**src/rtl/shift_pkg.sv**
```systemverilog
// Shared definitions for the pipelined shift unit: op encodings and latency helper.
package shift_pkg;

    typedef enum logic [1:0] {
        SHIFT_SLL = 2'b00,
        SHIFT_SRL = 2'b01,
        SHIFT_SRA = 2'b10,
        SHIFT_ROL = 2'b11
    } shift_op_e;

    // Number of register stages: one register per group of pipe_every shift stages.
    function automatic int calc_latency(input int shamt_w, input int pipe_every);
        return (shamt_w + pipe_every - 1) / pipe_every;
    endfunction

endpackage

```
**src/rtl/shift_stage_mode.sv**
```systemverilog
// One combinational shift stage: shifts by DIST when enabled, using the fill rule of op.
module shift_stage_mode
    import shift_pkg::*;
#(
    parameter int WIDTH = 32,
    parameter int DIST  = 1
) (
    input  logic             en,
    input  logic [1:0]       op,
    input  logic             sign,
    input  logic [WIDTH-1:0] d,
    output logic [WIDTH-1:0] q
);

    // Conditional shift; sign is the original operand MSB carried down the pipe.
    always_comb begin
        q = d;
        if (en) begin
            case (shift_op_e'(op))
                SHIFT_SLL: q = {d[WIDTH-1-DIST:0], {DIST{1'b0}}};
                SHIFT_SRL: q = {{DIST{1'b0}}, d[WIDTH-1:DIST]};
                SHIFT_SRA: q = {{DIST{sign}}, d[WIDTH-1:DIST]};
                SHIFT_ROL: q = {d[WIDTH-1-DIST:0], d[WIDTH-1:WIDTH-DIST]};
            endcase
        end
    end

endmodule

```
**src/rtl/pipelined_shift_unit.sv**
```systemverilog
// Pipelined multi-mode barrel shifter with valid/ready on both sides and a sideband tag.
// Stages are grouped PIPE_EVERY at a time, each group followed by a register; the last
// register drives the outputs. Data registers load only on valid entries so out_data
// holds the last presented result across bubbles.
module pipelined_shift_unit
    import shift_pkg::*;
#(
    parameter int WIDTH      = 32,
    parameter int SHAMT_W    = 5,
    parameter int PIPE_EVERY = 2,
    parameter int TAG_W      = 5
) (
    input  logic               clock,
    input  logic               reset,
    input  logic               flush,
    input  logic               in_valid,
    output logic               in_ready,
    input  logic [WIDTH-1:0]   in_data,
    input  logic [SHAMT_W-1:0] in_shamt,
    input  logic [1:0]         in_op,
    input  logic [TAG_W-1:0]   in_tag,
    output logic               out_valid,
    input  logic               out_ready,
    output logic [WIDTH-1:0]   out_data,
    output logic [TAG_W-1:0]   out_tag
);

    localparam int NGRP = calc_latency(SHAMT_W, PIPE_EVERY);

    logic               r_valid [NGRP];
    logic [WIDTH-1:0]   r_data  [NGRP];
    logic [SHAMT_W-1:0] r_shamt [NGRP];
    logic [1:0]         r_op    [NGRP];
    logic               r_sign  [NGRP];
    logic [TAG_W-1:0]   r_tag   [NGRP];

    logic               src_valid [NGRP];
    logic [WIDTH-1:0]   src_data  [NGRP];
    logic [SHAMT_W-1:0] src_shamt [NGRP];
    logic [1:0]         src_op    [NGRP];
    logic               src_sign  [NGRP];
    logic [TAG_W-1:0]   src_tag   [NGRP];
    logic [WIDTH-1:0]   grp_data  [NGRP];

    logic [WIDTH-1:0]   stg_in  [SHAMT_W];
    logic [WIDTH-1:0]   stg_out [SHAMT_W];

    logic stall;
    logic unused_ok;

    assign stall     = r_valid[NGRP-1] && !out_ready;
    assign in_ready  = !stall && !flush;
    assign out_valid = r_valid[NGRP-1];
    assign out_data  = r_data[NGRP-1];
    assign out_tag   = r_tag[NGRP-1];

    // The final register only needs valid/data/tag; its control fields go nowhere.
    assign unused_ok = ^{r_shamt[NGRP-1], r_op[NGRP-1], r_sign[NGRP-1]};

    for (genvar g = 0; g < NGRP; g++) begin : g_grp
        localparam int LAST = (((g + 1) * PIPE_EVERY < SHAMT_W) ? (g + 1) * PIPE_EVERY : SHAMT_W) - 1;
        if (g == 0) begin : g_head
            assign src_valid[g] = in_valid && in_ready;
            assign src_data[g]  = in_data;
            assign src_shamt[g] = in_shamt;
            assign src_op[g]    = in_op;
            assign src_sign[g]  = in_data[WIDTH-1];
            assign src_tag[g]   = in_tag;
        end else begin : g_body
            assign src_valid[g] = r_valid[g-1];
            assign src_data[g]  = r_data[g-1];
            assign src_shamt[g] = r_shamt[g-1];
            assign src_op[g]    = r_op[g-1];
            assign src_sign[g]  = r_sign[g-1];
            assign src_tag[g]   = r_tag[g-1];
        end
        assign grp_data[g] = stg_out[LAST];
    end

    for (genvar k = 0; k < SHAMT_W; k++) begin : g_stage
        localparam int G = k / PIPE_EVERY;
        if (k % PIPE_EVERY == 0) begin : g_first
            assign stg_in[k] = src_data[G];
        end else begin : g_chain
            assign stg_in[k] = stg_out[k-1];
        end
        shift_stage_mode #(
            .WIDTH(WIDTH),
            .DIST (1 << k)
        ) u_stage (
            .en  (src_shamt[G][k]),
            .op  (src_op[G]),
            .sign(src_sign[G]),
            .d   (stg_in[k]),
            .q   (stg_out[k])
        );
    end

    // Pipeline registers: flush clears valids, stall freezes everything, else advance.
    always_ff @(posedge clock or posedge reset) begin
        if (reset) begin
            for (int g = 0; g < NGRP; g++) begin
                r_valid[g] <= 1'b0;
                r_data[g]  <= '0;
                r_shamt[g] <= '0;
                r_op[g]    <= '0;
                r_sign[g]  <= 1'b0;
                r_tag[g]   <= '0;
            end
        end else if (flush) begin
            for (int g = 0; g < NGRP; g++) begin
                r_valid[g] <= 1'b0;
            end
        end else if (!stall) begin
            for (int g = 0; g < NGRP; g++) begin
                r_valid[g] <= src_valid[g];
                if (src_valid[g]) begin
                    r_data[g]  <= grp_data[g];
                    r_shamt[g] <= src_shamt[g];
                    r_op[g]    <= src_op[g];
                    r_sign[g]  <= src_sign[g];
                    r_tag[g]   <= src_tag[g];
                end
            end
        end
    end

endmodule

```
**config.mk**
```make
export PLATFORM = sky130hd
export DESIGN_NAME = pipelined_shift_unit
export DESIGN_NICKNAME = d
export VERILOG_FILES = /design/src/rtl/shift_pkg.sv /design/src/rtl/shift_stage_mode.sv /design/src/rtl/pipelined_shift_unit.sv
export SDC_FILE = /design/constraint.sdc
export NUM_CORES = 1
export LEC_CHECK = 0
export ABC_CLOCK_PERIOD_IN_PS = 5100
export BUFFER_PORTS_ARGS = -buffer_cell sky130_fd_sc_hd__clkbuf_2
export CORE_AREA = 2 2 138 140
export DETAILED_ROUTE_END_ITERATION = 7
export DIE_AREA = 0 0 140 142
export PLACE_DENSITY = 0.65
export SLEW_MARGIN = 25
export SYNTH_ARGS = -nofsm -noshare
export SYNTH_HDL_FRONTEND = slang
export SYNTH_HIERARCHICAL = 1
export SYNTH_SLANG_ARGS = --single-unit
```
**constraint.sdc**
```tcl
create_clock -name clock -period 5.1 [get_ports clock]
set_clock_uncertainty 0.2 [all_clocks]
set_input_delay 0.255 -clock clock [delete_from_list [all_inputs] [get_ports clock]]
set_output_delay 0.255 -clock clock [all_outputs]
set_load 0.03 [all_outputs]
```
After elaboration in Yosys (flattened, before gate mapping):

Index checks and enable logic that the tools add are counted.

* output and inout port bits: 39
* bits of input ports: 49
* register bits: 130
* word-level logic and storage cells: 51

* reduce and logical (&&, ||, !) cells: 12
* equal/unequal tests: 10
* multiplexer cells: 12
* bitwise logic cells: 2

Operators with widths (number)
* 32-bit one-hot mux with 4 select lines: 5
* 32-bit 2-to-1 mux: 5
* 2-bit == test (second input constant): 6
* 3-bit AND reduction: 3
* 2-bit by 1-bit == test with 1-bit output (second input constant): 3
* 2-bit logical NOT: 3
* 3-bit 2-to-1 mux: 2
* 1-bit logical AND: 3
* 1-bit logical NOT: 3
* 2-bit != test (second input constant): 1
* 1-bit inverter: 2

Longest topological paths before layout:

* word-level depth: 7
* depth in mapped cells: 9
* mapped depth without buffers: 7

By module:

The synthesis kept the hierarchy.

Modules (own cells, without submodules)
* pipelined_shift_unit: instances 1, sequential area each 3103.0 µm², cells an instance 308, area an instance 4986.0 µm²
* shift_stage_mode at g_stage[4].u_stage: instances 1, sequential area each 0.0 µm², cells an instance 131, area an instance 880.8 µm²
* shift_stage_mode at g_stage[3].u_stage: instances 1, sequential area each 0.0 µm², cells an instance 138, area an instance 878.3 µm²
* shift_stage_mode at g_stage[2].u_stage: instances 1, sequential area each 0.0 µm², cells an instance 123, area an instance 778.2 µm²
* shift_stage_mode at g_stage[1].u_stage: instances 1, sequential area each 0.0 µm², cells an instance 113, area an instance 765.7 µm²
* shift_stage_mode at g_stage[0].u_stage: instances 1, sequential area each 0.0 µm², cells an instance 110, area an instance 701.9 µm²

Worst setup path after synthesis:

Ideal clock, no wire load.

* kind: register -> register
* start: register r_op[5] in the netlist's numbering
* end: register r_data[32] in the netlist's numbering
* required time: 4.775 ns
* slack: 2.732 ns
* clock period less this slack: 2.368 ns
* path buffers: 2
* setup time: 0.125 ns
* cell stages (with the launch flop): 10
* data arrival time: 2.043 ns
* cell sequence: dfrtp_1 buf_2 xnor2_4 buf_6 mux2i_1 a21oi_1 mux2_2 a22oi_1 a21oi_1 mux2_2

RTL lines
* from (decl): RTL line pipelined_shift_unit.sv:33 `logic [1:0] r_op [NGRP];`
* from (signal, indexed assignment): RTL line pipelined_shift_unit.sv:120 `r_op[g] <= src_op[g];`
* to (signal, indexed assignment): RTL line pipelined_shift_unit.sv:118 `r_data[g] <= grp_data[g];`
* to (decl): RTL line pipelined_shift_unit.sv:31 `logic [WIDTH-1:0] r_data [NGRP];`

==> impl_metrics.ini <==
[sta]
fin_crit_sh_pct = 57.36
finalMaxSlewViolations = 0
relSlewSlack_pct = 32.97
setup_violations = 0
fmax_mhz = 341.8
rsz0062_at_grt = no
finalHoldViolations = 0
tightest_slew_ns = 1.005
fin_tns_setup_ns = 0
min_period_ns = 2.925

[synth]
ys.flop_type = dfrtp_1
syn-num-nets = 972
yosys-top-cells-area = dfrtp_1, mux2_2, mux2i_1, a21oi_1, nor2_1
synth_top_area_share_pct = 34.51
synthArstFlopShare_pct = 100.0
yosysUniqueCellTypes = 35
yosysWarnings = 6
postSynthAreaPerCell_um2 = 9.741
yosysSeqAreaShare_pct = 34.51
netlist_instances = 923
yosysMostFrequentCell = mux2_2
syn_area_um2 = 8991
synth_seq_cells = 124
synthTopCellsByCount = mux2_2, a21oi_1, dfrtp_1
synth_edf_count = 0
yosysTopAreaCell = dfrtp_1

[clock_network]
root_buffer = clkbuf_16
clock_path_buffers = 2
insertion_delay_ns = 0.42
hold_buffers = 13
cts_tree = yes
cts.repair.resized = 0
post_cts_buffers = 0
numCtsBuffers = 17
htree_levels = 4
clk_pin_slew_ns = 0.06
cts_num_sinks = 124

[grt]
first_global_vias = 6262
grt_pass1_wl_mm = 33.44
grt_max_degree = 87
antenna_found_initial = 0
top_usage_layer = met2
met1_usage_pct = 28.67
grt_usage_pct = 21.10
overflow = 0
grtUsageMet2_pct = 34.90
grt_util_met3_pct = 3.869

[drt]
drt_iter0_drc = 517
dr.pass1.iters = 7
avgRoutedWirePerCell_um = 16.86
wirelength_mm = 20.01
num_vias = 6715
drc = 2
detail_route.vias_per_cell = 5.657
ant_nets = 0

[worst_hold_path]
hold_class = primary input to flop

[placed_design]
hpwlAfterDp_mm = 14.08
gp_congestion = 0.8704
portBuffers = 87
place_inst = 1142
placed_area_um2 = 9032

[critical_path]
rr_worst_depth = 7
cp-start-kind = flop
worst-r2r-setup-slack_ns = 2.17
setup.worst_path.end_class = flop
worstSetupPathType = flop to flop
crit_fanout = 24
setup.worst_path.end = r_data[38]$_DFFE_PP0P_
cp-startpoint = r_op[4]$_DFFE_PP0P_
r2r_start = r_op[4]$_DFFE_PP0P_
timing.rr.end = r_data[38]$_DFFE_PP0P_
arrival_ns = 3.03
cp.required_ns = 5.20

[power_and_ir_drop]
p_per_area_nw_per_um2 = 509.4
ir_drop_v = 0.0003357
p_sw_share_pct = 40.31
power.share.sequential_pct = 34.7
combPwrFrac_pct = 42.1
power_frac_clock_pct = 23.1
leakage_nw = 4.364
p_switching_mw = 1.999
p_int_mw = 2.960

[final_layout]
utilization_pct = 52.75
design_area_um2 = 9734
final_layout_size_suffix_gt1_share_pct = 29.80
num_antenna_cells = 0
instances_no_fill = 1187
fill_cells = 1671
nets = 989
area_growth_pct = 8.266

[floorplanning]
initial_core_util_pct = 48.72
die_x_um = 140
io_pins = 88
die_h_um = 142
rows = 50
die_area_um2 = 19880
core_area_um2 = 18460

[run_status]
violations = DRC
outcome = finished with violations

[run]
max_cap_viol_count = 0
-- metal layers --
layer,share of wire [%],routed length [um]
met1,46,9226
met2,49,9732
met3,4.3,854
met4,0.98,196
met5,0,0
-- sequential cells by signal, indices dropped and copies added, names as in the netlist --
register   cells
r_data        64
r_op           4
r_shamt        4
r_tag         10
out_data      32
r_valid        2
out_valid      1
r_sign         2
out_tag        5
-- power by group through the flow --
stage          Sequential (mW)  Combinational, mW  Clock (mW)
6_report                  1.72               2.09        1.15
4_1_cts                   1.72               2.10        1.17
5_1_grt                   1.78               2.29        1.22
3_3_place_gp              1.72               2.04           0
2_1_floorplan             1.56               1.98           0
3_5_place_dp              1.73               2.08           0
-- through the flow --
step	hold slack (ns)	power, mW	setup WS [ns]
final	0.02668	4.959	2.175
after global routing	0.03347	5.296	1.981
after CTS	0.01221	4.983	2.209
after detailed placement	0.2542	3.810	2.114
after global placement	0.2745	3.756	2.152
after floorplan	0.1897	3.541	1.346
-- worst min-delay path by stage --
stage                                       start                endpoint  cells after the start
after floorplan                          in_op[0]     r_op[4]$_DFFE_PP0P_                      1
after global placement    r_shamt[14]$_DFFE_PP0P_  r_shamt[9]$_DFFE_PP0P_                      1
after detailed placement                    reset  r_valid[1]$_DFFE_PP0P_                      2
after CTS                             in_data[31]   r_sign[2]$_DFFE_PP0P_                      2
after global routing                  in_data[31]   r_sign[2]$_DFFE_PP0P_                      2
final                                 in_data[31]   r_sign[2]$_DFFE_PP0P_                      2
-- cells in the final DEF (no fill, tap or decap), types with 4 or more instances in the layout --
cell	n
clkbuf_2	87
a21oi_1	124
dlygate4sd3_1	13
nand3_1	15
a22oi_1	14
o22a_1	12
mux2i_1	119
inv_1	32
nor2_1	118
xnor2_4	4
clkbuf_16	17
clkinv_4	4
mux2_2	128
o221ai_1	6
buf_4	13
nand2b_1	12
nand4_1	16
nand2_1	31
o221ai_2	10
dfrtp_1	123
mux2_1	8
o22ai_1	16
clkinvlp_4	4
-- area by class of cell --
| cell class | instances | area (um^2) | share of cell area, % |
|---|---|---|---|
| inverter | 33 | 128.9 | 1.324 |
| sequential | 124 | 3104 | 31.89 |
| multi-input combinational | 650 | 4946 | 50.81 |
| tap | 234 | 292.8 | 3.008 |
| clock buffer | 19 | 452.9 | 4.653 |
| timing repair buffer | 114 | 690.7 | 7.095 |
| clock inverter | 13 | 118.9 | 1.221 |
-- cell families after synthesis --
family | Yosys count | share of synthesized area [%]
AOI/OAI and AO/OA | 189 | 13.18
muxes | 255 | 30.28
buffers and inverters | 149 | 10.67
xor gates and xnor gates | 4 | 1.099
and+or+nand+nor | 202 | 10.26
DFF | 124 | 34.51
-- critical path, stage by stage (launching register included) --
cell and delay (ns):
dfrtp_1 0.44, xnor2_4 0.82, mux2i_1 0.27, a21oi_1 0.17, mux2_2 0.34, a22oi_1 0.16
a21oi_1 0.10, mux2_2 0.29
Power figures use the tool's default switching activity.
